File: src/rtl/fifo_sched_pkg.sv
// Shared definitions for the FIFO pop scheduler.
//   sched_state_e : scheduler FSM states
//   FIFO_EMPTY    : pop-flag value the FIFO reports when it has no data
//   lat_cnt_t     : read-latency counter type (covers RD_LAT of 1..7)
package fifo_sched_pkg;

    typedef enum logic [1:0] {
        StIdle,
        StPop,
        StWait,
        StDeliver
    } sched_state_e;

    localparam logic [3:0] FIFO_EMPTY = 4'h0;

    localparam int unsigned LatCntW = 3;
    typedef logic [LatCntW-1:0] lat_cnt_t;

endpackage

File: src/rtl/rr_arb2.sv
// Two-way round-robin arbiter, purely combinational.
//   req_i     : request vector, bit n = requester n
//   last_i    : requester granted most recently
//   en_i      : arbitration allowed this cycle
//   gnt_vld_o : a requester is granted
//   gnt_id_o  : granted requester (valid with gnt_vld_o)
module rr_arb2 (
    input  logic [1:0] req_i,
    input  logic       last_i,
    input  logic       en_i,
    output logic       gnt_vld_o,
    output logic       gnt_id_o
);

    always_comb begin
        gnt_vld_o = en_i & (|req_i);
        // On a tie the requester that did not win last time goes first.
        if (&req_i) begin
            gnt_id_o = ~last_i;
        end else begin
            gnt_id_o = req_i[1];
        end
    end

endmodule

File: src/rtl/fifo_pop_scheduler.sv
// Shares the pop port of one fabric FIFO between a Wishbone read path (requester 0)
// and a streaming consumer (requester 1). Each transaction is a single pop pulse,
// RD_LAT wait cycles, then a one-cycle valid strobe to the granted requester.
//   WBs_CLK_i, WBs_RSTn_i : clock, asynchronous active-low reset
//   req0_i, req1_i        : level requests
//   flush_i               : abort of the in-flight transaction
//   fifo_pop_flag_i       : FIFO pop flag, FIFO_EMPTY when empty
//   fifo_dout_i           : FIFO read data
//   fifo_pop_o            : single-cycle pop pulse
//   vld0_o, vld1_o        : one-cycle data valid per requester
//   dat_o                 : last captured word
//   gnt_id_o              : last granted requester
//   busy_o                : transaction in flight
//   dropped_o             : sticky, a popped word was discarded by flush
//   pop_cnt_o             : wrapping count of pops issued
module fifo_pop_scheduler #(
    parameter int unsigned DATAWIDTH = 32,
    parameter int unsigned RD_LAT    = 2,
    parameter int unsigned FLAGWIDTH = 4
) (
    input  logic                 WBs_CLK_i,
    input  logic                 WBs_RSTn_i,
    input  logic                 req0_i,
    input  logic                 req1_i,
    input  logic                 flush_i,
    input  logic [FLAGWIDTH-1:0] fifo_pop_flag_i,
    input  logic [DATAWIDTH-1:0] fifo_dout_i,
    output logic                 fifo_pop_o,
    output logic                 vld0_o,
    output logic                 vld1_o,
    output logic [DATAWIDTH-1:0] dat_o,
    output logic                 gnt_id_o,
    output logic                 busy_o,
    output logic                 dropped_o,
    output logic [15:0]          pop_cnt_o
);

    import fifo_sched_pkg::*;

    sched_state_e         state_q, state_d;
    lat_cnt_t             lat_cnt_q, lat_cnt_d;
    logic                 last_q, last_d;
    logic                 gnt_q, gnt_d;
    logic                 pop_q, pop_d;
    logic                 vld0_q, vld0_d;
    logic                 vld1_q, vld1_d;
    logic [DATAWIDTH-1:0] dat_q, dat_d;
    logic                 busy_q, busy_d;
    logic                 drop_q, drop_d;
    logic [15:0]          pop_cnt_q, pop_cnt_d;

    logic fifo_has_data;
    logic arb_en;
    logic gnt_vld;
    logic gnt_id;
    logic start;

    assign fifo_has_data = (fifo_pop_flag_i != FLAGWIDTH'(FIFO_EMPTY));
    // Arbitrate only when no transaction is pending; flush vetoes any grant.
    assign arb_en = fifo_has_data && !flush_i && (state_q == StIdle || state_q == StDeliver);

    rr_arb2 u_rr_arb2 (
        .req_i     ({req1_i, req0_i}),
        .last_i    (last_q),
        .en_i      (arb_en),
        .gnt_vld_o (gnt_vld),
        .gnt_id_o  (gnt_id)
    );

    always_comb begin
        state_d   = state_q;
        lat_cnt_d = lat_cnt_q;
        last_d    = last_q;
        gnt_d     = gnt_q;
        pop_d     = 1'b0;
        vld0_d    = 1'b0;
        vld1_d    = 1'b0;
        dat_d     = dat_q;
        drop_d    = drop_q;
        pop_cnt_d = pop_cnt_q;
        start     = 1'b0;

        unique case (state_q)
            StIdle: begin
                start = gnt_vld;
            end
            StPop: begin
                if (flush_i) begin
                    state_d = StIdle;
                    drop_d  = 1'b1;
                end else begin
                    state_d   = StWait;
                    lat_cnt_d = lat_cnt_t'(RD_LAT - 1);
                end
            end
            StWait: begin
                if (flush_i) begin
                    state_d = StIdle;
                    drop_d  = 1'b1;
                end else if (lat_cnt_q == '0) begin
                    // Last wait cycle: FIFO data is valid now.
                    state_d = StDeliver;
                    dat_d   = fifo_dout_i;
                    vld0_d  = ~gnt_q;
                    vld1_d  = gnt_q;
                end else begin
                    lat_cnt_d = lat_cnt_q - lat_cnt_t'(1);
                end
            end
            StDeliver: begin
                state_d = StIdle;
                drop_d  = drop_q | flush_i;
                start   = gnt_vld;
            end
            default: begin
                state_d = StIdle;
            end
        endcase

        if (start) begin
            state_d   = StPop;
            last_d    = gnt_id;
            gnt_d     = gnt_id;
            pop_d     = 1'b1;
            pop_cnt_d = pop_cnt_q + 16'd1;
        end
    end

    assign busy_d = (state_d != StIdle);

    always_ff @(posedge WBs_CLK_i or negedge WBs_RSTn_i) begin
        if (!WBs_RSTn_i) begin
            state_q   <= StIdle;
            lat_cnt_q <= '0;
            last_q    <= 1'b1;
            gnt_q     <= 1'b0;
            pop_q     <= 1'b0;
            vld0_q    <= 1'b0;
            vld1_q    <= 1'b0;
            dat_q     <= '0;
            busy_q    <= 1'b0;
            drop_q    <= 1'b0;
            pop_cnt_q <= '0;
        end else begin
            state_q   <= state_d;
            lat_cnt_q <= lat_cnt_d;
            last_q    <= last_d;
            gnt_q     <= gnt_d;
            pop_q     <= pop_d;
            vld0_q    <= vld0_d;
            vld1_q    <= vld1_d;
            dat_q     <= dat_d;
            busy_q    <= busy_d;
            drop_q    <= drop_d;
            pop_cnt_q <= pop_cnt_d;
        end
    end

    assign fifo_pop_o = pop_q;
    assign vld0_o     = vld0_q;
    assign vld1_o     = vld1_q;
    assign dat_o      = dat_q;
    assign gnt_id_o   = gnt_q;
    assign busy_o     = busy_q;
    assign dropped_o  = drop_q;
    assign pop_cnt_o  = pop_cnt_q;

endmodule

File: config.mk
export PLATFORM = sky130hd
export DESIGN_NAME = fifo_pop_scheduler
export DESIGN_NICKNAME = d
export VERILOG_FILES = /design/src/rtl/fifo_sched_pkg.sv /design/src/rtl/rr_arb2.sv /design/src/rtl/fifo_pop_scheduler.sv
export SDC_FILE = /design/constraint.sdc
export NUM_CORES = 1
export LEC_CHECK = 0
export CAP_MARGIN = 15
export CORE_MARGIN = 1.5
export CORE_UTILIZATION = 45
export CTS_BUF_LIST = sky130_fd_sc_hd__clkbuf_4
export CTS_CLUSTER_SIZE = 24
export DETAILED_ROUTE_END_ITERATION = 16
export PLACE_DENSITY = 0.81
export SLEW_MARGIN = 25
export SYNTH_ARGS = -nofsm -noshare
export SYNTH_HDL_FRONTEND = slang
export SYNTH_SLANG_ARGS = --single-unit
File: constraint.sdc
create_clock -name WBs_CLK_i -period 2.3 [get_ports WBs_CLK_i]
set_clock_uncertainty 0.05 [all_clocks]
set_input_delay 0.575 -clock WBs_CLK_i [delete_from_list [all_inputs] [get_ports WBs_CLK_i]]
set_output_delay 0.575 -clock WBs_CLK_i [all_outputs]
set_load 0.01 [all_outputs]
Word level (Yosys, flattened, before mapping). Cells that the tools add are included.

Register bits after elaboration: 60. Bits of input ports: 41. Output and inout port bits: 54. Word-level logic and storage cells: 62.

Add/subtract/negate cells: 2. Eq/ne operators: 7. Mux-type cells: 20. Bitwise gates (word level): 5. Reduce and logical (&&, ||, !) cells: 17.

Operators by type and width (count): 16-bit by 1-bit adder with 16-bit output (second input constant) (1); 1-bit two-way mux (10); 3-bit two-way mux (3); 2-bit two-way mux (4); 2-bit != test (second input constant) (3); 2-bit case mux with 3 select lines (1); 3-bit case mux with 2 select lines (1); 2-bit nonzero test (3); 2-bit OR reduction (3); 2-bit == test (second input constant) (2); 2-bit AND reduction (2); 4-bit AND reduction (1); 4-bit nonzero test (1); 3-bit zero test (1); 1-bit NOT (3); 3-bit AND reduction (1); 3-bit by 1-bit subtractor with 3-bit output (second input constant) (1); 2-bit by 1-bit == test with 1-bit output (second input constant) (1); 1-bit logical AND (2); 2-bit zero test (1); 2-bit by 1-bit != test with 1-bit output (second input constant) (1); 1-bit case mux with 2 select lines (1); 1-bit AND (1); 1-bit zero test (1); other kinds (2) (2).

Logic depth before layout (Yosys ltp).
Depth in word-level cells: 7. Gate-level depth with buffers: 8. Depth with buffers taken out: 7.

Hierarchy. Synthesis repeated with hierarchy kept, for this count alone.

Cell total of the unflattened synthesis: 184. Area, all modules: 2623.8 um^2.

By module, submodules not included: fifo_pop_scheduler (times used 1, cells an instance 182, area each 2605.0 um^2, seq. area each 1502.7 um^2); rr_arb2 (times used 1, cells an instance 2, area each 18.8 um^2, seq. area each 0.0 um^2).

Worst setup path after synthesis. OpenSTA, ideal clock, no wires.

Path kind: register to register. From: reg lat_cnt_q[0]. To: reg dat_q[0] (netlist: dat_o[0]). Setup time: 125 ps. Data arrival time: 1591 ps. Data required time: 2125 ps. Path slack: 534 ps. Stages on the path, launching flop included: 8. Buffers on the path: 2. Clock period less this slack: 1766 ps. Cell sequence: dfrtp_1 -> inv_1 -> ha_1 -> ha_1 -> clkbuf_1 -> nand2_2 -> buf_2 -> mux2_2.

Cells in the longest elaborated chain, start to end: 2.

RTL lines: start, declared (line fifo_pop_scheduler.sv:41) `lat_cnt_t lat_cnt_q, lat_cnt_d;`; start signal, assigned (line fifo_pop_scheduler.sv:146) `lat_cnt_q <= lat_cnt_d;`; 3-bit zero test (line fifo_pop_scheduler.sv:100) `end else if (lat_cnt_q == '0) begin`; 3-bit AND reduction (no line); end signal, assigned (line fifo_pop_scheduler.sv:152) `dat_q <= dat_d;`; end, declared (line fifo_pop_scheduler.sv:47) `logic [DATAWIDTH-1:0] dat_q, dat_d;`.

No other way between the ends. A chain may end at the register's enable or synchronous reset.

Worst setup path in the final report.
From: reg pop_cnt_q[3] (netlist: pop_cnt_o[3]). To: out pop_cnt_o[3].

RTL lines: start, declared (line fifo_pop_scheduler.sv:50) `logic [15:0] pop_cnt_q, pop_cnt_d;`; start signal, assigned (line fifo_pop_scheduler.sv:155) `pop_cnt_q <= pop_cnt_d;`; end, declared (line fifo_pop_scheduler.sv:35) `output logic [15:0] pop_cnt_o`.

No word-level cell between the ends.

==> impl_summary.txt <==
----------------------------------------------------
[GRT]
  Via count of the first global-routing pass ... 1840
  Global route total overflow ... 0
  Overall routing resource usage ... 18.4%
  Wire length of the first global-routing pass ... 8510 µm
  Antenna violations before repair ... 0
  Pin count of the biggest net entering global routing ... 41

[STA]
  Ratio of final minimum period to clock period ... 89.0%
  Setup-failing EPs final ... 0
  Pin slew with the least headroom to its limit ... roughly 0.51 ns
  Final worst path period need ... 2.05 ns
  Achievable Freq ... 488 MHz
  Setup repair after global routing missed its margin ... false
  Headroom to the max-slew limit ... 65.8%
  Final sum of negative setup slack ... 0 ns
  Final worst hold slack ... 0.0919 ns
  Pins Over Slew Limit ... 0
  Final hold vios ... 0

[CTS]
  Maximum level of the CTS H-tree ... 3
  Buffer levels on the longest clock path ... 2
  TritonCTS clock tree ... yes
  Number of buffers added by the clock tree synthesis step ... 9
  Number of sinks on the clock net ... 60
  CTS Hold Bufs ... 0
  Insertion delay to the later sink of the worst-skew pair ... 0.39 ns
  Post-CTS setup repair buffer count ... 0
  Clock Tree Root ... clkbuf_4
  CTS clk-pin slew, worst paths ... approximately 0.10 ns
  CTS resizes ... 0

[Worst setup path]
  Register-to-register path setup slack ... 0.46 ns
  Worst Path Arrival ... between 1 and 1.5 ns
  Max stage delay on crit path ... 0.59 ns
  Family with the most delay on the worst path ... buffers and inverters
  Required time at the worst-slack endpoint ... 1.67 ns
  Ordered cell list for the critical path ... clkdlybuf4s50_1
  Crit path max fanout ... 6
  Slowest cell on the critical path ... clkdlybuf4s50_1
  Capturing element type of the critical path ... output port
  Critical path startpoint ... pop_cnt_o[3]
  Path type of the worst setup path ... reg2out
  Startpoint Class ... flop
  Buf/Inv on CP ... 1
  Crit Reg-Reg Startpoint ... state_q[0]

[Die]
  Top Ports ... 95
  Area of the placeable core ... roughly 5400 µm²
  Floorplan die height ... 77.8 µm
  Starting utilization of the core area ... a little under half
  Row Count ... 27
  Die outline area ... 6060 µm²
  Die W ... 77.8 µm

[Job]
  Max-cap violations ... 0

[Synth]
  FF+latch count, synth ... 60
  Number of distinct library cell variants in the gate-level netlist after synthesis ... 32
  Cells after Synth ... roughly 190
  Synthesized area per cell ... 13.6 µm²
  Post-synth design cell area ... 2520 µm²
  Sequential fraction of the synthesis area ... 59.6%
  Ys Warns ... 0
  Syn Nets ... about 230

[Detailed routing]
  Violation count after the first detailed-route iteration ... between 40 and 50
  First drt pass iteration count ... 4
  Detailed-route wire length ... 5160 µm
  Average via count per standard cell ... 4.90
  DRC ... 0
  Antenna viol nets, final ... 0
  Average routed wire per standard cell ... approximately 14 µm
  Total vias in the final route ... approximately 1.8k

[Cells and area]
  Area delta synth->final ... 47.0%
  Finished Cell Area ... ~3700 µm²
  Utilization after layout ... 68.1%
  Ratio of cells with drive above 1 in the final layout ... 21.7%
  Antenna cells ... 0
  Final Net Count ... 338

[Placed design]
  Final estimated routing congestion in global placement ... 0.745
  HPWL after detailed placement ... 3760 µm
  Placed instance area ... 3590 µm²
  Number of port buffers ... 94

[Min path]
  Type of the most critical hold path ... in2async

[Pwr]
  Static leakage ... 1.66 nW
  Power per Cell Area ... between 1000 and 1500 nW/µm²
  Highest ir drop seen on vdd ... 0.616 mV

[Run status]
  Run status ... finished, final reports clean

----------------------------------------------------
kinds of logic (layout without fill, tap and decap cells):
group	count (synthesis)	count (layout)	synth area share, %
xor gates and xnor gates	15	15	5.21
DFF	60	60	59.6
muxes	34	34	15.2
and+or+nand+nor	44	44	11.2
adders and majority gates	7	7	3.48
buffers and inverters	14	124	2.38
AOI/OAI and AO/OA	11	11	2.93
report_power, final:
| group | internal (mW) | switching, mW |
|---|---|---|
| Sequential | 1.44 | 0.229 |
| Combinational | 1.02 | 0.626 |
| Clock | 0.267 | 0.350 |
placed cells by master (no fill, tap or decap), types with 2 or more instances in the layout:
cell type and count:
a22o_1 2, and3_1 3, and4_1 2, buf_12 2, buf_4 5, clkbuf_4 13
clkdlybuf4s50_1 93, dfrtp_1 59, ha_1 7, inv_1 7, mux2_2 34, nand2_1 6
nand2b_1 4, nand3_1 8, nand4_1 4, nor2_1 8, nor2b_1 2, o21ai_0 4
o31ai_1 2, xnor2_1 14
metrics by stage:
stage,std cells,total power [mW],worst slack [ns]
final,367,3.93,0.253
after global placement,351,3.30,0.165
after floorplan,185,2.43,0.534
after global routing,367,4.20,0.152
after CTS,367,3.99,0.216
after detailed placement,351,3.35,0.145
sequential cells by signal (all words and copies together) (netlist names):
signal / count
dropped_o: 1
dat_o: 32
vld0_o: 1
busy_o: 1
last_q: 1
fifo_pop_o: 1
lat_cnt_q: 3
vld1_o: 1
pop_cnt_o: 16
gnt_id_o: 1
state_q: 2
cell usage after synthesis:
cell type / count / area [µm²]
dfrtp_1: 59 / 1480
mux2_2: 34 / 383
xnor2_1: 14 / 123
nand3_1: 8 / 40.0
nor2_1: 8 / 30.0
ha_1: 7 / 87.6
inv_1: 7 / 26.3
nand2_1: 6 / 22.5
nand2b_1: 4 / 25.0
nand4_1: 4 / 25.0
o21ai_0: 4 / 20.0
and3_1: 3 / 18.8
buf_2: 3 / 15.0
a22o_1: 2 / 17.5
and4_1: 2 / 17.5
clkbuf_1: 2 / 7.51
nor2b_1: 2 / 12.5
o31ai_1: 2 / 15.0
a22oi_1: 1 / 7.51
and2_1: 1 / 6.26
and3_2: 1 / 7.51
buf_1: 1 / 3.75
buf_4: 1 / 7.51
dfstp_2: 1 / 26.3
nand2_2: 1 / 6.26
nand4_2: 1 / 12.5
nor4_2: 1 / 12.5
nor4_4: 1 / 21.3
nor4b_4: 1 / 23.8
o21bai_1: 1 / 7.51
o22ai_1: 1 / 6.26
xor2_1: 1 / 8.76
worst paths after layout:
kind                                      end  cells after the start
max in group asynchronous              last_q                      2
min in group WBs_CLK_i          pop_cnt_o[15]                      1
worst min-delay path            pop_cnt_o[11]                      1
worst max-delay path             pop_cnt_o[3]                      1
worst max register to register   pop_cnt_o[1]                      5
worst min register to register  pop_cnt_o[15]                      1
final cells by class:
type | count | area (µm²)
multi-input cells | 111 | 957
fillers | 422 | 1740
flip-flops and latches | 60 | 1500
clock inverters | 3 | 16.3
repair buffers | 101 | 1010
inverters | 7 | 26.3
clock buffers | 13 | 97.6
well taps | 72 | 90.1
routing by layer:
layer / up-vias / wire [µm] / part of all wire [%] / GRT usage, %
met5: - / 0 / 0 / 0
li1: 852 / - / - / -
met3: 8 / 397 / 7.7 / 4.82
met2: 72 / 2510 / 49 / 31.4
met1: 866 / 2160 / 42 / 21.1
met4: 0 / 95 / 1.8 / 9.82
Power figures use the tool's default switching activity.
